## src/rtl/ucsbece154b_mem_arbiter.sv

```systemverilog
// rtl/ucsbece154b_mem_arbiter.sv - two-master round-robin block-burst read arbiter for the SDRAM port
module ucsbece154b_mem_arbiter #(
    parameter int WORDS_PER_BLOCK = 4,
    parameter int ADDR_W          = 32,
    parameter int DATA_W          = 32
) (
    input  logic              clk,
    input  logic              reset,
    input  logic              IReadRequest,
    input  logic [ADDR_W-1:0] IReadAddress,
    output logic [DATA_W-1:0] IDataIn,
    output logic              IDataReady,
    input  logic              DReadRequest,
    input  logic [ADDR_W-1:0] DReadAddress,
    output logic [DATA_W-1:0] DDataIn,
    output logic              DDataReady,
    output logic              MemReadRequest,
    output logic [ADDR_W-1:0] MemReadAddress,
    input  logic [DATA_W-1:0] MemDataIn,
    input  logic              MemDataReady,
    output logic              GrantI,
    output logic              GrantD,
    output logic              Busy
);

    localparam int CNT_W = $clog2(WORDS_PER_BLOCK + 1);
    localparam logic [CNT_W-1:0] LAST_BEAT = CNT_W'(WORDS_PER_BLOCK - 1);

    typedef enum logic [1:0] {
        IDLE  = 2'd0,
        GNT_I = 2'd1,
        GNT_D = 2'd2
    } state_t;

    state_t           state_q, state_d;
    logic [CNT_W-1:0] count_q, count_d;
    logic             last_grant_q, last_grant_d;   // 1: D was served last
    logic             own_i, own_d;

    always_ff @(posedge clk) begin
        if (reset) begin
            state_q      <= IDLE;
            count_q      <= '0;
            last_grant_q <= 1'b1;
        end else begin
            state_q      <= state_d;
            count_q      <= count_d;
            last_grant_q <= last_grant_d;
        end
    end

    always_comb begin
        state_d      = state_q;
        count_d      = count_q;
        last_grant_d = last_grant_q;
        case (state_q)
            IDLE: begin
                // Beats arriving while idle are ignored and never touch the counter.
                if (IReadRequest && DReadRequest) begin
                    state_d = last_grant_q ? GNT_I : GNT_D;
                end else if (IReadRequest) begin
                    state_d = GNT_I;
                end else if (DReadRequest) begin
                    state_d = GNT_D;
                end
            end
            GNT_I, GNT_D: begin
                if (MemDataReady) begin
                    if (count_q == LAST_BEAT) begin
                        state_d      = IDLE;
                        count_d      = '0;
                        last_grant_d = (state_q == GNT_D);
                    end else begin
                        count_d = count_q + CNT_W'(1);
                    end
                end
            end
            default: begin
                state_d = IDLE;
                count_d = '0;
            end
        endcase
    end

    // Reset masks ownership in the same cycle so in-flight beats are dropped.
    always_comb begin
        own_i          = (state_q == GNT_I) && !reset;
        own_d          = (state_q == GNT_D) && !reset;
        GrantI         = own_i;
        GrantD         = own_d;
        Busy           = own_i || own_d;
        MemReadRequest = own_i || own_d;
        MemReadAddress = '0;
        if (own_i) begin
            MemReadAddress = IReadAddress;
        end else if (own_d) begin
            MemReadAddress = DReadAddress;
        end
        IDataIn    = MemDataIn;
        DDataIn    = MemDataIn;
        IDataReady = own_i && MemDataReady;
        DDataReady = own_d && MemDataReady;
    end

endmodule

```

## config.mk

```make
export PLATFORM = sky130hd
export DESIGN_NAME = ucsbece154b_mem_arbiter
export DESIGN_NICKNAME = d
export VERILOG_FILES = /design/src/rtl/ucsbece154b_mem_arbiter.sv
export SDC_FILE = /design/constraint.sdc
export NUM_CORES = 1
export LEC_CHECK = 0
export ABC_AREA = 1
export CAP_MARGIN = 20
export CORE_AREA = 2 2 78 80
export DETAILED_ROUTE_END_ITERATION = 10
export DIE_AREA = 0 0 80 82
export PLACE_DENSITY = 0.86
export SKIP_LAST_GASP = 1
export SYNTH_ARGS = -nofsm -noshare
export SYNTH_HDL_FRONTEND = slang
export SYNTH_SLANG_ARGS = --single-unit
```

## constraint.sdc

```tcl
create_clock -name clk -period 2.7 [get_ports clk]
set_clock_uncertainty 0.15 [all_clocks]
set_input_delay 0.54 -clock clk [delete_from_list [all_inputs] [get_ports clk]]
set_output_delay 0.54 -clock clk [all_outputs]
set_load 0.005 [all_outputs]
```

# Yosys cells after proc, flatten, opt, wreduce, memory -nomap -nowiden

Cells that the tools add are included.

Equal/unequal tests: 6
Mux-type cells: 12
Bitwise logic cells: 1
Reductions and logical operators: 12
$add $sub $neg: 1

Operators with widths:

| cell                                                 | number |
|---|---|
| 2-to-1 mux 32 bit                                    | 2 |
| 2-to-1 mux 2 bit                                     | 6 |
| 2-to-1 mux 3 bit                                     | 2 |
| case mux 3 bit (2 select lines)                      | 1 |
| AND reduction 3 bit                                  | 2 |
| logical AND 1 bit                                    | 5 |
| != test 2 bit (second input constant)                | 2 |
| != test 4 bit (second input constant)                | 1 |
| case mux 2 bit (2 select lines)                      | 1 |
| adder 3 x 1 -> 3 bit (second input constant)         | 1 |
| equality test 3 x 2 -> 1 bit (second input constant) | 1 |
| equality test 2 x 1 -> 1 bit (second input constant) | 1 |
| equality test 2 bit (second input constant)          | 1 |
| zero test 2 bit                                      | 1 |
| AND reduction 2 bit                                  | 1 |
| OR reduction 2 bit                                   | 1 |
| zero test 1 bit                                      | 1 |
| logical OR 1 bit                                     | 1 |
| inverter 1 bit                                       | 1 |

Output and inout bits: 102
Register bits: 6
Logic and storage cells: 35

# Longest topological paths before layout

Depth in word-level cells: 4
Gate-level depth with buffers: 8
Depth with buffers taken out: 8

# Worst setup path before layout

Ideal clock, no wire load.

Kind: flip-flop to output port
Start: register state_q[1]
End: output MemReadRequest
Data arrival time: 1.130 ns
Required time: 2.010 ns
Path buffers: 2
Stages on the path, launching flop included: 9
Path slack: 0.880 ns
Cell sequence: dfxtp_1 > inv_1 > ha_1 > inv_2 > nor2_4 > buf_6 > inv_2 > nand2_1 > buf_4

Cells in the longest elaborated chain, start to end: 3

Ends and longest elaborated chain:

| element                      | RTL line | text |
|---|---|---|
| start, declared              | 35       | `state_t state_q, state_d;` |
| start signal, assigned       | 46       | `state_q <= state_d;` |
| equality test 2 x 1 -> 1 bit | 87       | `own_i = (state_q == GNT_I) && !reset;` |
| logical AND 1 bit            | 87       |  |
| net GrantI                   | 21       | `output logic GrantI,` |
| logical OR 1 bit             | --       |  |
| end, declared                | 17       | `output logic MemReadRequest,` |

The timed path passes the listed nets, and every way through them passes these cells.

# Final worst setup path

Start: input reset
End: output MemReadAddress[23]

Cells in the longest elaborated chain, start to end: 4

Ends and longest elaborated chain:

| element             | RTL line | text |
|---|---|---|
| start, declared     | 8        | `input logic reset,` |
| zero test 1 bit *   | 87, 88   |  |
| logical AND 1 bit   | 88       | `own_d = (state_q == GNT_D) && !reset;` |
| 2-to-1 mux 32 bit   | 96       | `end else if (own_d) begin` |
| 2-to-1 mux 32 bit * | 94       | `if (own_i) begin` |
| end, declared       | 18       | `output logic [ADDR_W-1:0] MemReadAddress,` |

Mark *: on every way between the ends. The rest lies on a longest branch, timed or not.

==> impl_metrics.ini <==
[yosys]
yosys_warnings = 0
syn_area_sq_mm = 0.00154
synth_fp_nets = 341
ys_ff_latch = 6
syn_inst = 235
synthArstFlopShare = 0
synth.distinct_cells = 21
synth_common_cells = nand2_1 (78), buf_4 (66), o21ai_2 (27)
synth_edf_count = 0
synth_area_leaders = buf_4 (32%), nand2_1 (19%), o21ai_2 (15%), dfxtp_1 (7.8%), ha_1 (4.1%)
synth_top_area_frac = 0.321
synth_seq_area_share = 0.0779
syn_area_per_cell_sq_um = 6.56
yosys.cell_count.top_type = nand2_1
synth_top_area_cell = buf_4
synth_flop_cell = dfxtp_1

[critical_path]
cp.arrival_ns = 1.95
cp_max_fo = 5
critPathKind = in2out
endpoint_kind = primary output
ff2ff_setup_slack_ns = 1.09
crit_path_start_kind = input pin
worstReg2RegStart = state_q[0]
worst_ep_required_time_ns = 2.01
worstRegToRegCells = 8
r2r_end = state_q[0]

[routing]
avgViaCountPerCell = 4.27
antenna_left = 0
wl_met1_mm = 1.94
drt_pass1_iterations = 3
met3WireLength_um = 430
wl_met2_mm = 2.71
drc = 0
wirelength_mm = 5.20
top_layer_used = met4
drt_iter0_drc = 21
wl_per_cell_um = 14.3
via_count = 1555

[global_routing]
grt_usage = 0.133
grt_overflow_total = 0
grt_max_degree = 26
grt_antenna_before_repair = 0
grt_pass1_vias = 1452
grt_pass1_wl_mm = 6.95

[clock_tree]
cts.sinks = 6
cts_hold_buf = 0
clk_latency_ns = 0.22
cts_made_buffers = 3
cts_buffer_depth = 2
clk_pin_slew_ns = 0.03
htree_levels = 1
cts_root_buffer = clkbuf_8
cts_tree = built

[min_path]
whs_path_depth = 2
hold_class = reg2reg
hp-start = count_q[1]
hold_end = count_q[1]

[floorplan]
rows = 28
die-area_sq_mm = 0.00656
ios = 203
die_h_um = 82
coreArea_sq_mm = 0.00575
start_util = 0.268
die_x_um = 80

[final_layout]
final_util = 0.419
drive_above_1_share = 0.215
final_nets = 397
diodes = 0
area_growth_pct = 56.0

[sta]
slew_viol_final = 0
rsz0062_at_grt = yes
fmax_mhz = 379
worst_pin_slew_ns = 0.238
setup_viol = 0
period_needed_ns = 2.64
fin_crit_sh = 0.976
hold_viol_final = 0
worst_slew_margin_rel = 0.841
setup_slack_ns = 0.0645

[power_and_ir_drop]
cellPowerDensity_mw_per_mm2 = 509
p_total_mw = 1.22
p_leak_nw = 1.04
irDropWorstVdd_v = 0.000285

[placed_design]
place_congestion = 0.767
post-place-ws_ns = -0.151
post-dp-hpwl_mm = 4.12
io_buffers = 106

[job]
max_cap_violations = 0

[outcome]
status = completed
## registers in the layout, summed over array words and instances, names as in the netlist
signal and count:
count_q 3, state_q 2, last_grant_q 1
## cells by family after synthesis
kind of cell	after synthesis	share of synthesized area
adders and majority gates	5	0.0406
AOI/OAI and AO/OA	36	0.186
buffers and inverters	88	0.425
DFF	6	0.0779
and+or+nand+nor	100	0.271
## report_power, final
part | internal (mW) | switching (mW)
combinational | 0.520 | 0.447
clock | 0.0955 | 0.0360
sequential | 0.108 | 0.0158
## cell usage in the layout, fill, tap and decap left out, types with 2 or more instances in the layout
master and n:
nand2_1 78, clkdlybuf4s50_1 104, nor2_2 2, clkbuf_8 3, nand3_1 7, ha_1 3, buf_6 2, inv_1 9
dfxtp_1 6, clkbuf_16 2, o21ai_2 27, buf_12 5, nand2_2 2, nor2_1 9, o21ai_0 5, a21oi_1 2
buf_4 9, inv_2 3
## how the worst max path moves through the flow
stage / endpoint / slack (ns) / startpoint / cells after the start
4_1_cts: MemReadAddress[24] / 0.02 / state_q[1] / 7
2_1_floorplan: MemReadRequest / 0.88 / state_q[1] / 8
6_report: MemReadAddress[23] / 0.06 / reset / 7
3_5_place_dp: MemReadAddress[24] / -0.15 / reset / 6
5_1_grt: MemReadAddress[29] / -0.02 / state_q[1] / 8
3_3_place_gp: MemReadAddress[24] / -0.16 / reset / 6
## final cells by class
class / count / area [sq um]
sequential: 6 / 120
inverter: 14 / 60.1
timing repair buffer: 125 / 1310
tap: 75 / 93.8
fill: 598 / 3340
multi-input combinational: 141 / 782
clock buffer: 3 / 41.3
## routing by layer
layer	global-route usage	vias up
li1	-	787
met1	0.139	681
met2	0.248	65
met3	0.0407	22
met4	0.0576	0
met5	0	-
## worst max-delay path, stage by stage
cell,delay [ns]
dlygate4sd2_1,0.30
nor2_4,0.15
buf_12,0.14
buf_2,0.17
nand2_1,0.08
o21ai_2,0.05
clkdlybuf4s50_1,0.51
## what timing repair did
action,in CTS,in global routing
buffers inserted,0,3
endpoints found under the hold margin,0,0
resized for setup,2,7
endpoints found under the setup margin,36,13
gates cloned,0,4
pin swaps,0,1
## per-stage QoR
step / hold WS, ns / TNS [ns] / std cells / instance area [sq um]
floorplan: 0.291 / 0 / 235 / 1540
global placement: 0.307 / -2.66 / 354 / 2240
detailed placement: 0.314 / -3.52 / 354 / 2240
CTS: 0.318 / 0 / 357 / 2280
global route: 0.350 / -0.0343 / 364 / 2400
finish: 0.314 / 0 / 364 / 2400
Power figures use the tool's default switching activity.
==> patch (same flow settings) <==
Make the reset (`reset`) asynchronous in one clocked block.
--- a/src/rtl/ucsbece154b_mem_arbiter.sv
+++ b/src/rtl/ucsbece154b_mem_arbiter.sv
@@ -38,5 +38,5 @@
     logic             own_i, own_d;
 
-    always_ff @(posedge clk) begin
+    always_ff @(posedge clk or posedge reset) begin
         if (reset) begin
             state_q      <= IDLE;
Function: same outputs for any inputs over 10 cycles, from zero or initial values and one cycle with reset high; that may be too few to reach the edited logic, so the function may still have changed.
==> patch against the original RTL <==
  * Cell area is 10% lower
  * Count of clock-buffer cells in the layout rose by 1
  * Non-clock buffer count down 12
  * Power down 4.4%
  * Area after synthesis shrank 7.9%
  * Setup slack gained 0.057 ns
  * Wire length down 15%
  * Sequential cell count unchanged
  * Critical path type is now flop to output port
  * Critical endpoint is now MemReadAddress[21]
  * Largest power group unchanged
==> patch: results (changes against the original RTL) <==
- The total wirelength of the detailed-routed design is 4430 um (was 5200 um).
- The worst stage delay on the critical path is 0.49 ns (was 0.51 ns).
- The placed cell count is 341 (was 354).
- The most instantiated flip-flop cell in the synthesis netlist was dfrtp_1 (was dfxtp_1).
- Most area-consuming cells after synthesis: buf_4 (34%), nand2_1 (19%), nand3_1 (12%) (was buf_4 (32%), nand2_1 (19%), o21ai_2 (15%)).
- The number of antenna violations at the first check in global routing came to 0 (unchanged).
- The overall fraction of global-route tracks in use came to 12.5% (was 13.3%).
- The total via count after detailed routing is 1482 (was 1555).
- The number of global-route vias before repair came to 1408 (was 1452).
- Clock-pin slew was measured on the worst setup and hold paths at approximately 0.04 ns.
- The routed via count divided by cell count is 4.30 (was 4.27).
- The average instance area after synthesis is 6.26 sq um (was 6.56 sq um).
- The total of fill cells in the finished design is 595 (was 598).
- The depth of the most critical reg-to-reg path came to 6 (was 8).
- The worst hold slack across all endpoints is 0.341 ns (was 0.314 ns).
- The share of synthesized registers carrying an async set or reset is 100% (was 0%).
- Commonest cells post-synth: nand2_1 (71), buf_4 (65), nand3_1 (35), inv_1 (9), nand2_2 (9) (was nand2_1 (78), buf_4 (66), o21ai_2 (27), inv_1 (10), nor2_1 (9)).
- The largest voltage drop on the vdd net is 0.294 mV (was 0.285 mV).
- The top fanout value on the critical path is 23 (was 5).
- The sequential cell area fraction in the yosys report is 10.7% (was 7.79%).
- Status: finished clean (unchanged).
- The global placer's final weighted congestion came to 0.792 (was 0.767).
- The data arrival time of the critical path is 1.89 ns (was 1.95 ns).
- The starting DRC count in detailed routing is 43 (was 21).
- The power drawn by the combinational cells was 0.000868 W (was 0.000968 W).
- The fraction of final layout cells with drive strength greater than 1 came to 10.4% (was 21.5%).
- The number of synthesis warnings came to 0 (unchanged).
- The synthesized net count is 333 (was 341).
- The relative max-transition margin is 89.0% (was 84.1%).
- The share of power burned in combinational logic is 74.3% (was 79.1%).
- The number of distinct standard cells referenced by the synthesized netlist is 19 (was 21).
- The internal reg-to-reg setup slack is 1.22 ns (was 1.09 ns).
- The net switching power of the design is 0.000471 W (was 0.000499 W).
- The launching point of the worst reg2reg path is state_q[1] (was state_q[0]).
- The worst hold-check path type is primary input to asynchronous set/reset pin (was flop to flop).
- The power in the clock group is 0.000150 W (was 0.000132 W).
- The highest achievable clock rate is 0.388 GHz (was 0.379 GHz).
- The worst flop-to-flop path endpoint is count_q[2] (was state_q[0]).
- The net count of the finished layout came to 377 (was 397).
- The pin count of the biggest net entering global routing is 24 (was 26).
- The number of detailed-routing iterations run before antenna repair is 4 (was 3).
- The first-pass GRT wire length is 6520 um (was 6950 um).
- The detailed-placement wirelength estimate is 3650 um (was 4120 um).
- The worst slack at placement was -0.0396 ns (was -0.151 ns).
- The leakage component of the power was 0.982 nW (was 1.04 nW).
-- patch: how the worst max path moves through the flow --
| stage | start | end | cells after the start |
|---|---|---|---|
| 6_report | state_q[0] | MemReadAddress[21] | 8 |
| 4_1_cts | state_q[1] | MemReadAddress[21] | 7 |
| 2_1_floorplan | state_q[0] | MemReadAddress[22] | 7 |
| 3_3_place_gp | reset | MemReadAddress[29] | 6 |
| 3_5_place_dp | reset | MemReadAddress[19] | 8 |
| 5_1_grt | state_q[0] | MemReadAddress[12] | 8 |
-- patch: metal layers --
layer / track usage, % / routed length, um / part of all wire (%) / up-vias
met5: 0 / 0 / 0 / -
met4: 7.29 / 171 / 3.9 / 0
met3: 2.97 / 406 / 9.2 / 28
met2: 21.3 / 2180 / 49 / 86
met1: 14.3 / 1670 / 38 / 639
li1: - / - / - / 729
-- patch: cell type report --
type | instances | area share (%)
flip-flops and latches | 6 | 7.06
well taps | 75 | 4.34
multi-input cells | 135 | 30.3
clock buffers | 4 | 2.08
inverters | 12 | 2.31
repair buffers | 113 | 53.9
-- patch: logic make-up after synthesis --
family	synth area share, %
compound gates	2.11
fa+ha+maj	4.41
buf+inv	44.1
flops	10.7
simple gates	38.7
-- patch: stage by stage --
step | TNS, ns | cell area, sq um
6_report | 0 | 2160
5_1_grt | 0 | 2160
4_1_cts | 0 | 2140
2_1_floorplan | 0 | 1420
3_3_place_gp | -0.0836 | 2100
3_5_place_dp | -0.695 | 2100
-- patch: timing repair --
action | CTS | global route
endpoints found under the setup margin | 35 | 30
cloned | 0 | 0
resized for setup | 2 | 5
-- patch: worst max-delay path, delay by kind of cell (launching register included) --
family / cells / cell delay, ns
adders and majority gates: 1 / 0.14
buffers and inverters: 4 / 0.80
DFF: 1 / 0.43
and+or+nand+nor: 3 / 0.29
